File: src/rtl/gpio_bus_periph.sv
// Memory-mapped GPIO: output/direction registers, synchronised inputs,
// per-pin edge capture with write-1-to-clear status and a level interrupt.
module gpio_bus_periph #(
    parameter int WIDTH       = 32,
    parameter int SYNC_STAGES = 2
) (
    input  logic             clk,
    input  logic             rst,
    input  logic             gpio_ce,
    input  logic             bus_re,
    input  logic [3:0]       bus_we,
    input  logic [31:0]      bus_addr,
    input  logic [31:0]      bus_wdata,
    output logic [31:0]      gpio_rdata,
    input  logic [WIDTH-1:0] gpio_in,
    output logic [WIDTH-1:0] gpio_out,
    output logic [WIDTH-1:0] gpio_oe,
    output logic             irq
);

    localparam logic [2:0] OFF_OUT    = 3'd0;
    localparam logic [2:0] OFF_DIR    = 3'd1;
    localparam logic [2:0] OFF_IN     = 3'd2;
    localparam logic [2:0] OFF_STATUS = 3'd3;
    localparam logic [2:0] OFF_IEN    = 3'd4;
    localparam logic [2:0] OFF_EDGE   = 3'd5;

    localparam int ARM_MAX = SYNC_STAGES + 1;
    localparam int CW      = $clog2(ARM_MAX + 1);
    localparam logic [CW-1:0] ARM_MAX_C = CW'(ARM_MAX);

    function automatic logic [31:0] lane_mask(input logic [3:0] we);
        logic [31:0] m;
        m = '0;
        for (int i = 0; i < 4; i++) begin
            m[8*i +: 8] = {8{we[i]}};
        end
        return m;
    endfunction

    function automatic logic [31:0] ext(input logic [WIDTH-1:0] v);
        logic [31:0] r;
        r = '0;
        r[WIDTH-1:0] = v;
        return r;
    endfunction

    function automatic logic [31:0] merge(input logic [31:0] old,
                                          input logic [31:0] wd,
                                          input logic [3:0]  we);
        logic [31:0] m;
        m = lane_mask(we);
        return (old & ~m) | (wd & m);
    endfunction

    logic [WIDTH-1:0] out_q, out_d;
    logic [WIDTH-1:0] dir_q, dir_d;
    logic [WIDTH-1:0] status_q, status_d;
    logic [WIDTH-1:0] ien_q, ien_d;
    logic [1:0]       edge_q, edge_d;
    logic [WIDTH-1:0] sync_q [SYNC_STAGES];
    logic [WIDTH-1:0] prev_q;
    logic [CW-1:0]    arm_q, arm_d;

    logic [WIDTH-1:0] sync_out, rise, fall, set_bits, clr_bits;
    logic             armed;
    logic [2:0]       sel;
    logic [31:0]      tmp_out, tmp_dir, tmp_ien, tmp_edge, tmp_clr;
    logic             unused_addr;

    assign unused_addr = ^{bus_addr[31:5], bus_addr[1:0]};
    assign sel         = bus_addr[4:2];
    assign sync_out    = sync_q[SYNC_STAGES-1];
    assign rise        = sync_out & ~prev_q;
    assign fall        = ~sync_out & prev_q;
    // Capture stays off until the chain has flushed post-reset pin levels.
    assign armed       = (arm_q == ARM_MAX_C);
    assign arm_d       = armed ? arm_q : arm_q + 1'b1;
    assign set_bits    = {WIDTH{armed}} &
                         ((rise & {WIDTH{edge_q[0]}}) | (fall & {WIDTH{edge_q[1]}}));

    always_comb begin
        out_d    = out_q;
        dir_d    = dir_q;
        ien_d    = ien_q;
        edge_d   = edge_q;
        tmp_out  = merge(ext(out_q), bus_wdata, bus_we);
        tmp_dir  = merge(ext(dir_q), bus_wdata, bus_we);
        tmp_ien  = merge(ext(ien_q), bus_wdata, bus_we);
        tmp_edge = merge({30'b0, edge_q}, bus_wdata, bus_we);
        tmp_clr  = '0;
        if (gpio_ce) begin
            case (sel)
                OFF_OUT:    out_d   = tmp_out[WIDTH-1:0];
                OFF_DIR:    dir_d   = tmp_dir[WIDTH-1:0];
                OFF_STATUS: tmp_clr = bus_wdata & lane_mask(bus_we);
                OFF_IEN:    ien_d   = tmp_ien[WIDTH-1:0];
                OFF_EDGE:   edge_d  = tmp_edge[1:0];
                default:    ;
            endcase
        end
        clr_bits = tmp_clr[WIDTH-1:0];
        // A new edge in the same cycle as its clear must not be lost.
        status_d = (status_q & ~clr_bits) | set_bits;
    end

    always_ff @(posedge clk) begin
        if (rst) begin
            out_q    <= '0;
            dir_q    <= '0;
            status_q <= '0;
            ien_q    <= '0;
            edge_q   <= '0;
            prev_q   <= '0;
            arm_q    <= '0;
            for (int i = 0; i < SYNC_STAGES; i++) begin
                sync_q[i] <= '0;
            end
        end else begin
            out_q    <= out_d;
            dir_q    <= dir_d;
            status_q <= status_d;
            ien_q    <= ien_d;
            edge_q   <= edge_d;
            prev_q   <= sync_out;
            arm_q    <= arm_d;
            sync_q[0] <= gpio_in;
            for (int i = 1; i < SYNC_STAGES; i++) begin
                sync_q[i] <= sync_q[i-1];
            end
        end
    end

    always_comb begin
        gpio_rdata = '0;
        if (gpio_ce && bus_re) begin
            case (sel)
                OFF_OUT:    gpio_rdata = ext(out_q);
                OFF_DIR:    gpio_rdata = ext(dir_q);
                OFF_IN:     gpio_rdata = ext(sync_out);
                OFF_STATUS: gpio_rdata = ext(status_q);
                OFF_IEN:    gpio_rdata = ext(ien_q);
                OFF_EDGE:   gpio_rdata = {30'b0, edge_q};
                default:    gpio_rdata = '0;
            endcase
        end
    end

    assign gpio_out = out_q;
    assign gpio_oe  = dir_q;
    assign irq      = |(status_q & ien_q);

endmodule

File: config.mk
export PLATFORM = sky130hd
export DESIGN_NAME = gpio_bus_periph
export DESIGN_NICKNAME = d
export VERILOG_FILES = /design/src/rtl/gpio_bus_periph.sv
export SDC_FILE = /design/constraint.sdc
export NUM_CORES = 1
export LEC_CHECK = 0
export BUFFER_PORTS_ARGS = -buffer_cell sky130_fd_sc_hd__buf_2
export CAP_MARGIN = 30
export CELL_PAD_IN_SITES_DETAIL_PLACEMENT = 0
export CELL_PAD_IN_SITES_GLOBAL_PLACEMENT = 1
export CORE_ASPECT_RATIO = 1.5
export CORE_UTILIZATION = 41
export DETAILED_ROUTE_END_ITERATION = 16
export PLACE_DENSITY = 0.83
export SLEW_MARGIN = 15
export SYNTH_ARGS = -nofsm -noshare
export SYNTH_HDL_FRONTEND = slang
export SYNTH_SLANG_ARGS = --single-unit
File: constraint.sdc
create_clock -name clk -period 2.4 [get_ports clk]
set_clock_uncertainty 0.2 [all_clocks]
set_input_delay 0.48 -clock clk [delete_from_list [all_inputs] [get_ports clk]]
set_output_delay 0.48 -clock clk [all_outputs]
set_load 0.005 [all_outputs]
# Yosys cells after proc, flatten, opt, wreduce, memory -nomap -nowiden
# Memories as Yosys holds them, arrays and structs flattened.
# Index checks and enable logic that the tools add are counted.
[op_classes]
reduce_logical = 7
bitwise_logic = 24
n_mux = 9
eq_ne = 6
n_addsub = 1
[ops]
columns = ["operator", "n"]
rows = [
  ["32-bit AND", 11],
  ["32-bit one-hot mux with 6 select lines", 1],
  ["32-bit two-way mux", 5],
  ["32-bit OR", 5],
  ["32-bit inverter", 4],
  ["32-bit OR reduction", 1],
  ["2-bit AND reduction", 4],
  ["3-bit by 2-bit equality test with 1-bit output (second input constant)", 2],
  ["3-bit equality test (second input constant)", 2],
  ["3-bit by 1-bit equality test with 1-bit output (second input constant)", 1],
  ["3-bit logical NOT", 1],
  ["1-bit two-way mux", 3],
  ["2-bit by 1-bit adder with 2-bit output (second input constant)", 1],
  ["2-bit AND", 1],
  ["2-bit equality test (second input constant)", 1],
  ["1-bit OR", 2],
  ["2-bit OR", 1],
  ["1-bit logical AND", 1],
]
[totals]
out_inout_bits = 97
memories = 1
wordCells = 55
mem_bits_rw = 64
register_bits = 164
[mem_list]
columns = ["name", "words", "word_bits", "rd", "rd_clocked_by_memory_dff", "wr", "line", "source"]
rows = [
  ["sync_q", 2, 32, 2, 0, 2, "61", "logic [WIDTH-1:0] sync_q [SYNC_STAGES];"],
]

# Logic depth before layout (Yosys ltp)
# Gate-level depths: netlist (run 1).
[logic_depth]
ltp_word = 6
mapped_depth = 6
depth_no_buf = 3

# Least setup slack after synthesis (run 1)
# OpenSTA, ideal clock, no wires.
[synth_timing]
kind = "input-to-output"
start = "input port bus_addr[4]"
end = "output port gpio_rdata[22]"
required_time_ps = 1720
stages = 6
arrival_time_ps = 1426
slack_ps = 294
path_buffers = 3
path_cell_list = "buf_4 -> buf_6 -> buf_6 -> mux2_1 -> a32oi_1 -> a21oi_1"
[synth_between]
elab_chain_cells = 3
elab_cells_between_ends = 8
cone_classes = "eq/ne (5); mux (2); reduce/logical (1)"
[synth_lines]
columns = ["item", "line", "source"]
rows = [
  ["start, declared", "12", "input logic [31:0] bus_addr,"],
  ["3-bit equality test (tied with other cells)", "137", "case (sel)"],
  ["32-bit one-hot mux with 6 select lines (*)", "137", ""],
  ["32-bit two-way mux (*)", "136", "if (gpio_ce && bus_re) begin"],
  ["end, declared", "14", "output logic [31:0] gpio_rdata,"],
]
# Every way passes the cells marked *; elsewhere a longest branch is shown, timed or not.

==> summary.txt, run 1 <==
Placement
  • Port Buffers: between 150 and 200
  • Detailed Place HPWL: between 20,000 and 25,000 um
  • Inst Count DP: 1,530
  • RD Place Congestion: between 0.8 and 0.9
  • Placed cell area: 11,100 um2

Layout
  • NumNets Final: between 1,000 and 1,500
  • Area Growth Syn to Fin: 28.3%
  • Final instance area: about 12,000 um2
  • Most frequent cells in the layout: dfxtp_1, buf_2, nand3_1, a21oi_1, o21ai_0
  • ANT cells: 0
  • Non-filler cells, final: between 1,500 and 2,000
  • Most common cell after layout, fill and taps aside: dfxtp_1
  • Share of cells above drive strength 1: between 20% and 30%

Pwr
  • Worst vdd ir: approximately 500 uV
  • Power Dens Cells: roughly 660 nW/um2
  • Leak: 4.71 nW

Logic synthesis
  • Unique cell type count in the Yosys netlist: 40
  • #FFs+latches synth: 228
  • Seq/Total Area, Yosys: 47.0%
  • Synth Cell Area: a little under 10,000 um2
  • Mapped Cells: around 1,100
  • Post-synth net total: between 1,000 and 1,500
  • Avg Cell Area, Syn: 9.02 um2
  • Yosys warnings: 0

Timing
  • Slew Limit Fails: 0
  • Worst Slack Setup Final: -0.157 ns
  • Rel. slew slack: slightly below 50%
  • Worst-margin pin slew: 0.757 ns
  • Final hold vios: 0
  • Fin crit share: 107%
  • Final setup fails: 1
  • RSZ-0062 raised after global routing: true
  • Tmin final: around 2.6 ns
  • Maximum clock frequency: 391 MHz

Hold path
  • Min-delay src: gpio_in[23]
  • Worst Hold Class: in -> reg
  • Hold Crit Depth: 2
  • End of the worst hold path: sync_q[0][23]

Die
  • Num rows: between 60 and 70
  • Initial Utilization: 42.0%
  • Die X: approximately 130 um
  • Full die area: roughly 24,000 um2
  • Core Area: 23,100 um2
  • I/O pin count: approximately 200
  • Die Y: approximately 190 um

Drt
  • Drt pass-1 iters: 5
  • Detailed-route via count: around 9,500
  • Initial DRC Count: about 930
  • Drt total wl: approximately 34,000 um
  • Post-route ant nets: 0
  • WL/cell: ~21 um
  • Vias per cell: ~6
  • DRC viols: 0

Status
  • Status: finished with violations
  • Failing checks: setup timing

GRT
  • First-pass GRT wire length: between 50,000 and 60,000 um
  • Largest net degree at the start of global routing: between 70 and 80
  • Grt total ovfl: 0
  • Gr usage total: 27.2%
  • Initial antenna violation count: 0
  • Number of global-route vias before repair: 8,943

CTS
  • Clock-pin slew on the worst setup and hold paths: around 0.06 ns
  • TritonCTS clock tree: yes
  • Clock Path Buffers: 3
  • Clock root cell: clkbuf_16
  • Htree depth: 1
  • Clk Latency, worst-skew pair: 0.51 ns
  • CTS sink count: roughly 230
  • TritonCTS buffer count: 23

Setup path
  • Reg2Reg Setup Slack: 0.82 ns
  • R2R Path End: status_q[1]
  • Kind of critical path: reg -> out
  • FF-to-FF path depth: 4
  • Critical Path Start Type: register
  • Critical Path, Cell by Cell: a22oi_2 -> nand4_1 -> or4_4 -> buf_6
  • CP endpoint kind: output pin
  • CP top delay family: simple AND/OR/NAND/NOR gates
  • Critical-path maximum fanout: 2
  • Worst r2r src: arm_q[0]
  • CP required: ~1.7 ns
  • Worst path slowest cell: or4_4
  • Crit path DAT: roughly 1.9 ns
  • Max stage delay on crit path: 0.58 ns
  • Bufs and invs on worst path: 1

Flow run
  • Max Cap Viol: 0
[how the worst max path moves through the flow]
stage           startpoint             end  slack [ns]  depth (start not counted)
2_1_floorplan  bus_addr[4]  gpio_rdata[22]        0.29                          6
3_3_place_gp   bus_addr[4]  gpio_rdata[26]       -0.06                          7
3_5_place_dp   bus_addr[4]  gpio_rdata[26]       -0.07                          7
4_1_cts           register             irq       -0.15                          4
5_1_grt           register             irq       -0.21                          4
6_report          register             irq       -0.16                          4
[cell families (layout without fill, tap and decap cells)]
family	count (synthesis)	after routing	share of synthesized area [%]
AO/OA/AOI/OAI	371	371	23.1
buffers and inverters	113	332	6.19
XOR/XNOR	1	1	0.0901
adder cells (fa/ha/maj)	1	1	0.129
flip-flops	228	228	47.0
AND/OR/NAND/NOR	328	328	19.3
multiplexers	36	36	4.16
[Yosys cell counts (all sizes together)]
library cell	instances	area share (%)
a211oi	1	0.077
a21o	1	0.077
a21oi	128	6.6
a221oi	1	0.090
a22oi	45	3.5
a311oi	1	0.090
a31oi	2	0.13
a32o	32	3.3
a32oi	28	2.5
and2	4	0.26
and3b	5	0.45
buf	53	3.8
clkbuf	56	2.2
dfxtp	228	47
ha	1	0.13
inv	4	0.15
mux2	35	4.1
mux2i	1	0.10
nand2	40	1.5
nand2b	1	0.064
nand3	130	6.7
nand3b	32	2.5
nand4	7	0.45
nor2	3	0.12
nor2b	99	6.4
nor3	1	0.17
nor3b	2	0.32
o21ai	132	6.8
or3	1	0.12
or3b	2	0.23
or4	1	0.077
xor2	1	0.090
[per-stage QoR]
stage	hold WS [ns]	total power (W)	utilization [%]	setup WS, ns	setup TNS (ns)
2_1_floorplan	0.214	0.00436	-	0.294	0
4_1_cts	0.00145	0.00821	53.5	-0.155	-0.155
3_3_place_gp	0.219	0.00468	48.1	-0.0623	-0.712
3_5_place_dp	0.221	0.00469	48.1	-0.0664	-0.897
6_report	0.00309	0.00819	53.9	-0.157	-0.157
5_1_grt	0.00438	0.00844	53.9	-0.208	-0.208
[repair_timing]
action,CTS,global route
endpoints found under the hold margin,29,0
setup buffers,15,1
gates cloned,2,0
pin swaps,11,11
endpoints found under the setup margin,30,11
hold buffers,29,0
gates resized for setup,28,26
[cell type report]
class,instances,area (um2)
well taps,315,394
inverters,4,15.0
flip-flops and latches,228,4580
repair buffers,289,2100
fillers,2179,10700
clock buffers,34,667
clock inverters,5,50.0
multi-input cells,737,4660
[metal layers]
metal / GRT usage, % / share of wire, %
met1: 31.6 / 38
met2: 48.2 / 50
met5: 0 / 0
met3: 3.28 / 6.7
met4: 15.4 / 5.0
[power by group]
part | switching [W] | total, W | internal (W)
clock network | 0.00147 | 0.00349 | 0.00202
registers | 0.0000611 | 0.00394 | 0.00388
logic | 0.000441 | 0.000758 | 0.000317
total | 0.00198 | 0.00819 | 0.00621
No activity file was read; power rests on OpenSTA's default activity.
==> inputs of run 2 (changes only) <==
--- a/config.mk
+++ b/config.mk
@@ -11,8 +11,10 @@
 export CELL_PAD_IN_SITES_GLOBAL_PLACEMENT = 1
 export CORE_ASPECT_RATIO = 1.5
 export CORE_UTILIZATION = 41
+export CTS_CLUSTER_SIZE = 28
 export DETAILED_ROUTE_END_ITERATION = 16
 export PLACE_DENSITY = 0.83
+export SETUP_SLACK_MARGIN = 0.2
 export SLEW_MARGIN = 15
 export SYNTH_ARGS = -nofsm -noshare
 export SYNTH_HDL_FRONTEND = slang
==> summary.txt, run 2 (synthesized netlist as in run 1, its figures left out) <==
Status
  • Status: finished with violations (unchanged)
  • Failing checks: setup timing (unchanged)

Pwr
  • Leak: 5.01 nW (was 4.71 nW)
  • Worst vdd ir: 512 uV (was 489 uV)
  • Power Dens Cells: 625 nW/um2 (was 657 nW/um2)
  • Power, Total: 0.00830 W (was 0.00819 W)

Layout
  • NumNets Final: 1,423 (was 1,388)
  • Area Growth Syn to Fin: 36.8% (was 28.3%)
  • ANT cells: 0 (unchanged)
  • Most common cell after layout, fill and taps aside: dfxtp_1 (unchanged)
  • Most frequent cells in the layout: dfxtp_1, buf_2, nand3_1, o21ai_0, a21oi_1 (was dfxtp_1, buf_2, nand3_1, a21oi_1, o21ai_0)
  • Share of cells above drive strength 1: 35.1% (was 28.5%)

CTS
  • Clock Path Buffers: 3 (unchanged)
  • TritonCTS clock tree: yes (unchanged)
  • CTS sink count: 228 (unchanged)
  • Htree depth: 1 (unchanged)
  • Clk Latency, worst-skew pair: 0.51 ns (about the same)
  • TritonCTS buffer count: 23 (unchanged)
  • Clock root cell: clkbuf_16 (unchanged)
  • Clock-pin slew on the worst setup and hold paths: 0.06 ns (about the same)

Placement
  • RD Place Congestion: 0.851 (unchanged)
  • Detailed Place HPWL: 22,200 um (unchanged)
  • Port Buffers: 171 (unchanged)
  • Place WS: -0.0664 ns (unchanged)

Timing
  • Worst Slack Setup Final: -0.173 ns (was -0.157 ns)
  • Final hold vios: 0 (unchanged)
  • Maximum clock frequency: 389 MHz (was 391 MHz)
  • Worst-margin pin slew: 0.754 ns (was 0.757 ns)
  • Slew Limit Fails: 0 (unchanged)
  • Tmin final: 2.57 ns (was 2.56 ns)
  • RSZ-0062 raised after global routing: true (unchanged)
  • Fin crit share: 107% (about the same)
  • Rel. slew slack: 49.7% (was 49.6%)
  • Final setup fails: 12 (was 1)

Drt
  • Drt total wl: 35,100 um (was 33,900 um)
  • Drt pass-1 iters: 6 (was 5)
  • Post-route ant nets: 0 (unchanged)
  • Detailed-route via count: 9,791 (was 9,487)
  • Initial DRC Count: 1,005 (was 932)
  • Vias per cell: 5.94 (was 5.89)
  • DRC viols: 0 (unchanged)
  • WL/cell: 21.3 um (was 21.0 um)

GRT
  • Initial antenna violation count: 0 (unchanged)
  • Grt total ovfl: 0 (unchanged)
  • First-pass GRT wire length: 52,700 um (was 51,000 um)
  • Largest net degree at the start of global routing: 71 (unchanged)
  • Number of global-route vias before repair: 9,223 (was 8,943)
  • Gr usage total: 28.2% (was 27.2%)

Setup path
  • Bufs and invs on worst path: 1 (unchanged)
  • Max stage delay on crit path: 0.58 ns (about the same)
  • R2R Path End: status_q[1] (unchanged)
  • Worst r2r src: arm_q[0] (unchanged)
  • Worst path slowest cell: or4_4 (unchanged)
  • Crit path DAT: 1.89 ns (was 1.88 ns)
  • Kind of critical path: reg -> out (unchanged)
  • CP endpoint kind: output pin (unchanged)
  • FF-to-FF path depth: 4 (unchanged)
  • Critical Path Start Type: register (unchanged)
  • Critical-path maximum fanout: 3 (was 2)
  • CP top delay family: simple AND/OR/NAND/NOR gates (unchanged)
  • Reg2Reg Setup Slack: 0.79 ns (was 0.82 ns)
  • CP required: 1.72 ns (about the same)
  • Critical Path, Cell by Cell: a22oi_2 -> nand4_1 -> or4_4 -> buf_6 (unchanged)

Hold path
  • Min-delay src: gpio_in[23] (unchanged)
  • Worst Hold Class: in -> reg (unchanged)
  • Hold Crit Depth: 2 (unchanged)
  • End of the worst hold path: sync_q[0][23] (unchanged)

Die
  • Core Area: 23,100 um2 (unchanged)
  • Num rows: 68 (unchanged)
  • Initial Utilization: 42.0% (unchanged)
  • Die Y: 191 um (unchanged)
  • Full die area: 24,300 um2 (unchanged)
  • I/O pin count: 201 (unchanged)
  • Die X: 128 um (unchanged)

Flow run
  • Max Cap Viol: 0 (unchanged)
-- run 2: stage by stage --
step	cell area, um2	hold slack (ns)	setup TNS (ns)	cells	utilization [%]
2_1_floorplan	9720	0.214	0	1078	-
3_3_place_gp	11100	0.219	-0.712	1530	48.1
3_5_place_dp	11100	0.221	-0.897	1530	48.1
4_1_cts	13100	0.00145	-0.248	1635	56.5
5_1_grt	13300	0.00459	-1.39	1647	57.5
6_report	13300	0.000185	-0.474	1647	57.5
-- run 2: worst max-delay path by stage --
| stage | startpoint | to | slack [ns] | depth (start not counted) |
|---|---|---|---|---|
| 5_1_grt | register | irq | -0.23 | 4 |
| 3_3_place_gp | bus_addr[4] | gpio_rdata[26] | -0.06 | 7 |
| 3_5_place_dp | bus_addr[4] | gpio_rdata[26] | -0.07 | 7 |
| 2_1_floorplan | bus_addr[4] | gpio_rdata[22] | 0.29 | 6 |
| 6_report | status_q[13] | irq | -0.17 | 4 |
| 4_1_cts | register | irq | -0.15 | 4 |
-- run 2: final cells by class --
cell class	instances	area, um2
Tap cell	315	394
Clock inverter	5	50.0
Timing Repair Buffer	324	2580
Fill cell	2055	9850
Clock buffer	34	667
Multi-Input combinational cell	737	4990
Inverter	4	22.5
Sequential cell	228	4590
-- run 2: layer usage --
metal	global-route usage, %	routed length (um)	vias to the layer above
met1	32.6	13300	4734
li1	-	-	4436
met2	49.8	17400	491
met4	16.0	2020	0
met3	3.65	2350	130
met5	0	0	-
-- run 2: timing repair --
action                                  CTS  global route
gates resized for setup                 128            26
buffers inserted                         31            12
hold buffers                             29             0
pin swaps                                54            15
gates cloned                              6             0
hold endpoints to repair                 29             0
endpoints found under the setup margin   33            33
-- run 2: report_power, final --
group | switching [W] | total (W) | internal [W] | leakage, nW
Clock | 0.00148 | 0.00350 | 0.00202 | 0.356
Combinational | 0.000483 | 0.000865 | 0.000382 | 2.79
Sequential | 0.0000640 | 0.00394 | 0.00388 | 1.86
